## config.mk

```make
export PLATFORM = sky130hd
export DESIGN_NAME = mac_seq
export DESIGN_NICKNAME = d
export VERILOG_FILES = /design/src/rtl/mac_seq.sv
export SDC_FILE = /design/constraint.sdc
export NUM_CORES = 1
export LEC_CHECK = 0
export ABC_CLOCK_PERIOD_IN_PS = 7800
export CAP_MARGIN = 5
export CORE_ASPECT_RATIO = 1.5
export CORE_MARGIN = 5
export CORE_UTILIZATION = 59
export CTS_CLUSTER_DIAMETER = 150
export DETAILED_ROUTE_END_ITERATION = 12
export GPL_TIMING_DRIVEN = 0
export PLACE_DENSITY = 0.84
export SLEW_MARGIN = 20
export SYNTH_ARGS = -nofsm -noshare
export SYNTH_HDL_FRONTEND = slang
export SYNTH_SLANG_ARGS = --single-unit
```

## constraint.sdc

```tcl
create_clock -name clk -period 7.8 [get_ports clk]
set_input_delay 0.78 -clock clk [delete_from_list [all_inputs] [get_ports clk]]
set_output_delay 0.78 -clock clk [all_outputs]
set_load 0.01 [all_outputs]
```

## src/rtl/mac_seq.sv

```systemverilog
// mac_seq: sequential multiply-accumulate producing one scaled dot product per start.
//
// Computes LEN products a*b, keeps only the upper DW bits of each product,
// sums them in an AW-bit accumulator and presents acc[OSH+DW-1:OSH] as the result.
//
// Parameters
//   DW   operand and output width
//   AW   accumulator width (AW >= OSH+DW)
//   LEN  products per dot product (>= 1)
//   OSH  right shift from accumulator to output
//
// Ports
//   clk        rising-edge clock
//   rst        synchronous active-high reset
//   start      begins a dot product (IDLE only)
//   a, b       unsigned operands
//   in_valid   operand pair present
//   in_ready   operands accepted (ACC only)
//   out        result (valid while out_valid)
//   out_valid  result available (HOLD only)
//   out_ready  consumer takes the result
//   busy       state is not IDLE
//
// Configuration
//   MAC_SAT_EN  when defined, the accumulator clamps at all ones and the output
//               saturates to all ones on overflow; otherwise wrap and truncate.
module mac_seq #(
    parameter int DW  = 8,
    parameter int AW  = 13,
    parameter int LEN = 16,
    parameter int OSH = 4
) (
    input  logic          clk,
    input  logic          rst,
    input  logic          start,
    input  logic [DW-1:0] a,
    input  logic [DW-1:0] b,
    input  logic          in_valid,
    output logic          in_ready,
    output logic [DW-1:0] out,
    output logic          out_valid,
    input  logic          out_ready,
    output logic          busy
);
    localparam int CW = $clog2(LEN + 1);

    typedef enum logic [1:0] {IDLE, ACC, HOLD} state_t;

    state_t          state, state_nx;
    logic [AW-1:0]   acc, acc_nx, acc_add;
    logic [CW-1:0]   cnt, cnt_nx;
    logic [2*DW-1:0] prod;
    logic [AW-1:0]   hi;
    logic            fire;

    assign prod = a * b;
    assign hi   = AW'(prod[2*DW-1:DW]);
    assign fire = in_valid & in_ready;

`ifdef MAC_SAT_EN
    logic [AW:0] sum;
    logic [AW-1:0] upper;
    assign sum     = {1'b0, acc} + {1'b0, hi};
    assign acc_add = sum[AW] ? '1 : sum[AW-1:0];
    // shift rather than slice so AW == OSH+DW stays legal
    assign upper   = acc >> (OSH + DW);
    assign out     = |upper ? '1 : acc[OSH+DW-1:OSH];
`else
    assign acc_add = acc + hi;
    assign out     = acc[OSH+DW-1:OSH];
`endif

    assign in_ready  = state == ACC;
    assign out_valid = state == HOLD;
    assign busy      = state != IDLE;

    always_comb begin
        state_nx = state;
        acc_nx   = acc;
        cnt_nx   = cnt;
        case (state)
            IDLE: if (start) begin
                state_nx = ACC;
                acc_nx   = '0;
                cnt_nx   = '0;
            end
            ACC: if (fire) begin
                acc_nx   = acc_add;
                cnt_nx   = cnt + CW'(1);
                state_nx = cnt == CW'(LEN - 1) ? HOLD : ACC;
            end
            HOLD: state_nx = out_ready ? IDLE : HOLD;
            default: state_nx = IDLE;
        endcase
    end

    always_ff @(posedge clk) begin
        if (rst) begin
            state <= IDLE;
            acc   <= '0;
            cnt   <= '0;
        end else begin
            state <= state_nx;
            acc   <= acc_nx;
            cnt   <= cnt_nx;
        end
    end
endmodule
```

* Yosys cells after proc, flatten, opt, wreduce, memory -nomap -nowiden *
Index checks and enable logic that the tools add are counted.

storage, ports and cells
  register bits after elaboration = 20
  word-level logic and storage cells = 28
  output and inout port bits = 11
  input bits = 21

operators by class
  $mul = 1
  bitwise operators = 1
  add/subtract/negate cells = 2
  mux-type cells = 11
  equal/unequal tests = 5
  reductions and logical operators = 5

operators by type and width
  cell                 count
  $mux 13              2
  $pmux 13 s2          1
  $mul 8x8->16         1
  $add 13x8->13        1
  $mux 5               2
  $pmux 5 s2           1
  $mux 2               4
  $pmux 2 s3           1
  $add 5x1->5 const B  1
  $eq 5x4->1 const B   1
  $reduce_bool 2->1    2
  $reduce_and 3->1     1
  $eq 2x1->1 const B   1
  $eq 2x2->1 const B   1
  $logic_not 2->1      1
  $ne 2x1->1 const B   1
  $ne 2x2->1 const B   1
  $reduce_and 2->1     1
  $and 1x1->1          1

* Longest topological paths before layout *
  depth in word-level cells = 4
  gate-level depth with buffers = 22
  gate-level depth less buffers = 22

* Least setup slack after synthesis *
Ideal clock, no wire load.

  path kind = input port to flip-flop
  from = input a[1]
  to = register acc[11]
  library setup time = 0.079 ns
  data arrival time = 5.767 ns
  data required time = 7.721 ns
  cell stages on the path = 19
  buffers on the path = 0
  path slack = 1.954 ns
  cell sequence = and2_1 > fa_1 > fa_1 > fa_1 > inv_1 > fa_1 > inv_1 > ha_1 > and3_2 > a2111oi_4 > o31ai_1 > a21oi_1 > xnor2_1 > ha_1 > nor3_1 > nor2_1 > and2_4 > or4b_1 > o211ai_1

between the ends
  word-level cells in the longest chain between the ends = 4

ends and longest elaborated chain
  item                  line  RTL
  from (decl)           36    input logic [DW-1:0] a,
  $mul 8x8->16          56    assign prod = a * b;
  $add 13x8->13         69    assign acc_add = acc + hi;
  $mux 13               87    ACC: if (fire) begin
  $pmux 13 s2           81    case (state)
  to (signal assigned)  104   acc <= acc_nx;
  to (decl)             50    logic [AW-1:0] acc, acc_nx, acc_add;

No other way between the ends. The select of a mux whose other input is x is not followed.
A chain may end at the register's enable or synchronous reset.

* Worst setup path in the final report *
  from = input a[4]
  to = register acc[11]

Same word-level chain as after synthesis.

==> impl_results.md <==
* Total track usage at ~20%
* Clock Pin Slew Worst Setup and Hold Paths at 0.07 ns
* Crit-path slowest cell: clkdlybuf4s50_1
* Starting Density at 61.1%
* CTS root buffer: clkbuf_8
* Final core utilization at 69.7%
* Net switching fraction of the power at 47.6%
* Mapped Area at ~3200 um2
* Peak Freq at 153 MHz
* Final-report setup violation count at 0
* Maxcap violations at 0
* Die area at about 6900 um2
* CP endpoint kind: flop
* Max Slew Vio Count at 0
* FF+latch count, synth at 19
* Crit-path max FO at 8
* Type of the worst setup path: in -> reg
* ANT cells at 0
* Post-CTS Resized at 0
* Routability cong. at between 0.8 and 0.9
* CP required at 7.98 ns
* Pin count of the biggest net entering global routing at 13
* Rows at 32
* Sequential fraction of the synthesis area at about an eighth
* Leak at 1.73 nW
* Syn nets at 463
* Post-synth top flop: dfxtp_1
* Layout cells sized above 1 at 6.31%
* Remaining Overflow, GRT at 0
* Setup bufs post-CTS at 0
* Fin nets at 499
* Worst path cell trace: clkdlybuf4s50_1 -> and2_1 -> fa_1 -> fa_1 -> fa_1 -> inv_1 -> fa_1 -> inv_1 -> ha_1 -> and3_2 -> a2111oi_4 -> o31ai_1 -> a21oi_1 -> xnor2_1 -> ha_1 -> nor3_1 -> nor2_1 -> and2_4 -> or4b_1 -> o211ai_1
* RSZ-0062 raised after global routing: false
* Number of synthesized flops with an enable pin at 0
* Post-DR vias/cell at 5.61
* Later-pin clock latency in the skew report at 0.26 ns
* Comb pwr share at about three quarters
* Horizontal die dimension at 69.7 um
* Final TNS setup at 0 ns
* Fin. Hold Viols at 0
* Final worst-path cycle share at 83.6%
* Maximum VDD drop at 0.168 mV
* Clk buf depth at 2
* Slowest Stage Delay on Critical Path at 0.57 ns
* Relative slew slack at between 60% and 70%
* Drt initial violations at 98
* H-tree Lvls at 1
* Final wirelength at 6480 um
* WP buf/inv at 3
* Avg Cell Area, Syn at 8.74 um2
* I/O pins at 32
* Layout area overhead at 14.1%
* Die height at 99.6 um
* Avg WL per Cell at 14.0 um
* Total number of vias at 2,603
* Int Power at 0.418 mW
* Post-synthesis cell type count at 47
* Min-delay worst type: reg -> reg
* DRC viols at 0
* Clock power share at under 10%
* Minimum clock period at roughly 6.5 ns
* Switch Pwr at 0.380 mW
* Core ar. at 5160 um2
* Most frequent cells in the layout: and2_1, inv_1, ha_1
* CTS sink count at 19
* Reg power frac at 14.4%
* Vias in the first global route at 2,755
* Post-Syn Instances at 361
* Antenna violations before repair at 0
* ANT nets after route at 0
* Status: finished, final reports clean
* First-pass GRT wire length at around 12,000 um
* Yosys Warn Count at 0
* Finished Cell Area at about 3600 um2
* Worst hold slack at 0.458 ns
* CTS tree: done
* PwrDens at 222 nW/um2
* Post-DP HPWL at ~5400 um
* CTS buffer count at 3
* Area after DPL at 3550 um2
* CP Launch Type: input port
* I/O Buffers at 31
* DRT Pass-1 Iters at 4
* Worst Skew at roughly 0.0018 ns
* Data arrival, critical path at 6.71 ns
* Post-CTS Hold Fix Bufs at 0
* Cell mode on critical path: fa_1
* CP delay by family, top: adder cells
* Post-synthesis async set-or-reset flop share at 0%
* Worst-Margin Slew at 0.474 ns
==> cells in the mapped netlist (2+ instances only) <==
cell / n / area, um2
xnor2_1: 9 / 78.8
ha_1: 45 / 563
a311oi_1: 2 / 17.5
a21oi_2: 2 / 17.5
and2_1: 52 / 325
a32o_1: 2 / 20.0
a21o_1: 4 / 30.0
fa_1: 36 / 721
nor3_1: 4 / 20.0
a22oi_1: 4 / 30.0
o211ai_1: 2 / 15.0
nand3_1: 5 / 25.0
nand2_1: 23 / 86.3
clkbuf_1: 2 / 7.51
nor2_2: 2 / 12.5
a31oi_1: 2 / 12.5
o21ai_0: 8 / 40.0
nor2b_1: 4 / 25.0
xor2_1: 4 / 35.0
buf_4: 8 / 60.1
and3_2: 2 / 15.0
or3_1: 4 / 25.0
dfxtp_1: 19 / 380
inv_1: 52 / 195
a21oi_1: 18 / 90.1
nand4_1: 3 / 18.8
nor4b_1: 2 / 17.5
nor2_1: 21 / 78.8
o21ai_2: 2 / 17.5
==> registers in the layout (all words and copies together), names as in the netlist <==
signal	count
state	2
cnt	5
acc	12
==> cells by family (layout without fill, tap and decap cells) <==
kind of cell / count (synthesis) / in the layout / synth area share (%)
multiplexers: 1 / 1 / 0.317
AND/OR/NAND/NOR: 130 / 130 / 22.6
XOR/XNOR: 13 / 13 / 3.61
buffers and inverters: 62 / 97 / 8.33
AO/OA/AOI/OAI: 55 / 55 / 12.4
flip-flops: 19 / 19 / 12.1
adder cells (fa/ha/maj): 81 / 81 / 40.7
==> tightest hold or removal path, delay by kind of cell (launching register included) <==
family / cells / cell delay (ns)
simple gates: 1 / 0.05
compound gates: 1 / 0.05
flops: 1 / 0.32
==> power by group through the flow <==
stage | Combinational (mW) | Clock, mW | Sequential (mW)
final | 0.611 | 0.0718 | 0.115
after detailed placement | 0.611 | 0 | 0.117
after global placement | 0.591 | 0 | 0.117
after global routing | 0.698 | 0.0766 | 0.117
after floorplan | 0.484 | 0 | 0.115
after CTS | 0.617 | 0.0724 | 0.115
==> final timing paths <==
kind         startpoint       to  slack [ns]  cells after the start
min              acc[0]   acc[0]        0.46                      2
max reg2reg      acc[0]  acc[10]        5.65                      8
max                a[4]  acc[11]        1.28                     20
min reg2reg      acc[0]   acc[0]        0.46                      2
==> layout make-up <==
class / instances / area [um2]
inverter: 52 / 195
fill: 393 / 1570
buffer: 10 / 67.6
multi-input combinational: 280 / 2510
clock inverter: 1 / 7.51
sequential: 19 / 380
timing repair buffer: 31 / 310
tap: 68 / 85.1
clock buffer: 3 / 41.3
==> metrics by stage <==
stage	instances	power, mW	worst slack (ns)
global route	464	0.892	0.955
CTS	464	0.804	1.25
floorplan	361	0.599	1.95
detailed placement	460	0.729	1.01
global placement	460	0.707	1.08
finish	464	0.798	1.28
==> metal layers <==
layer / up-vias / GRT usage [%] / wire (um)
li1: 1265 / - / -
met1: 1250 / 21.3 / 2560
met2: 70 / 39.2 / 3530
met3: 18 / 2.73 / 229
met4: 0 / 7.23 / 165
met5: - / 0 / 0
Note: power is estimated with default switching activity, not from simulation.
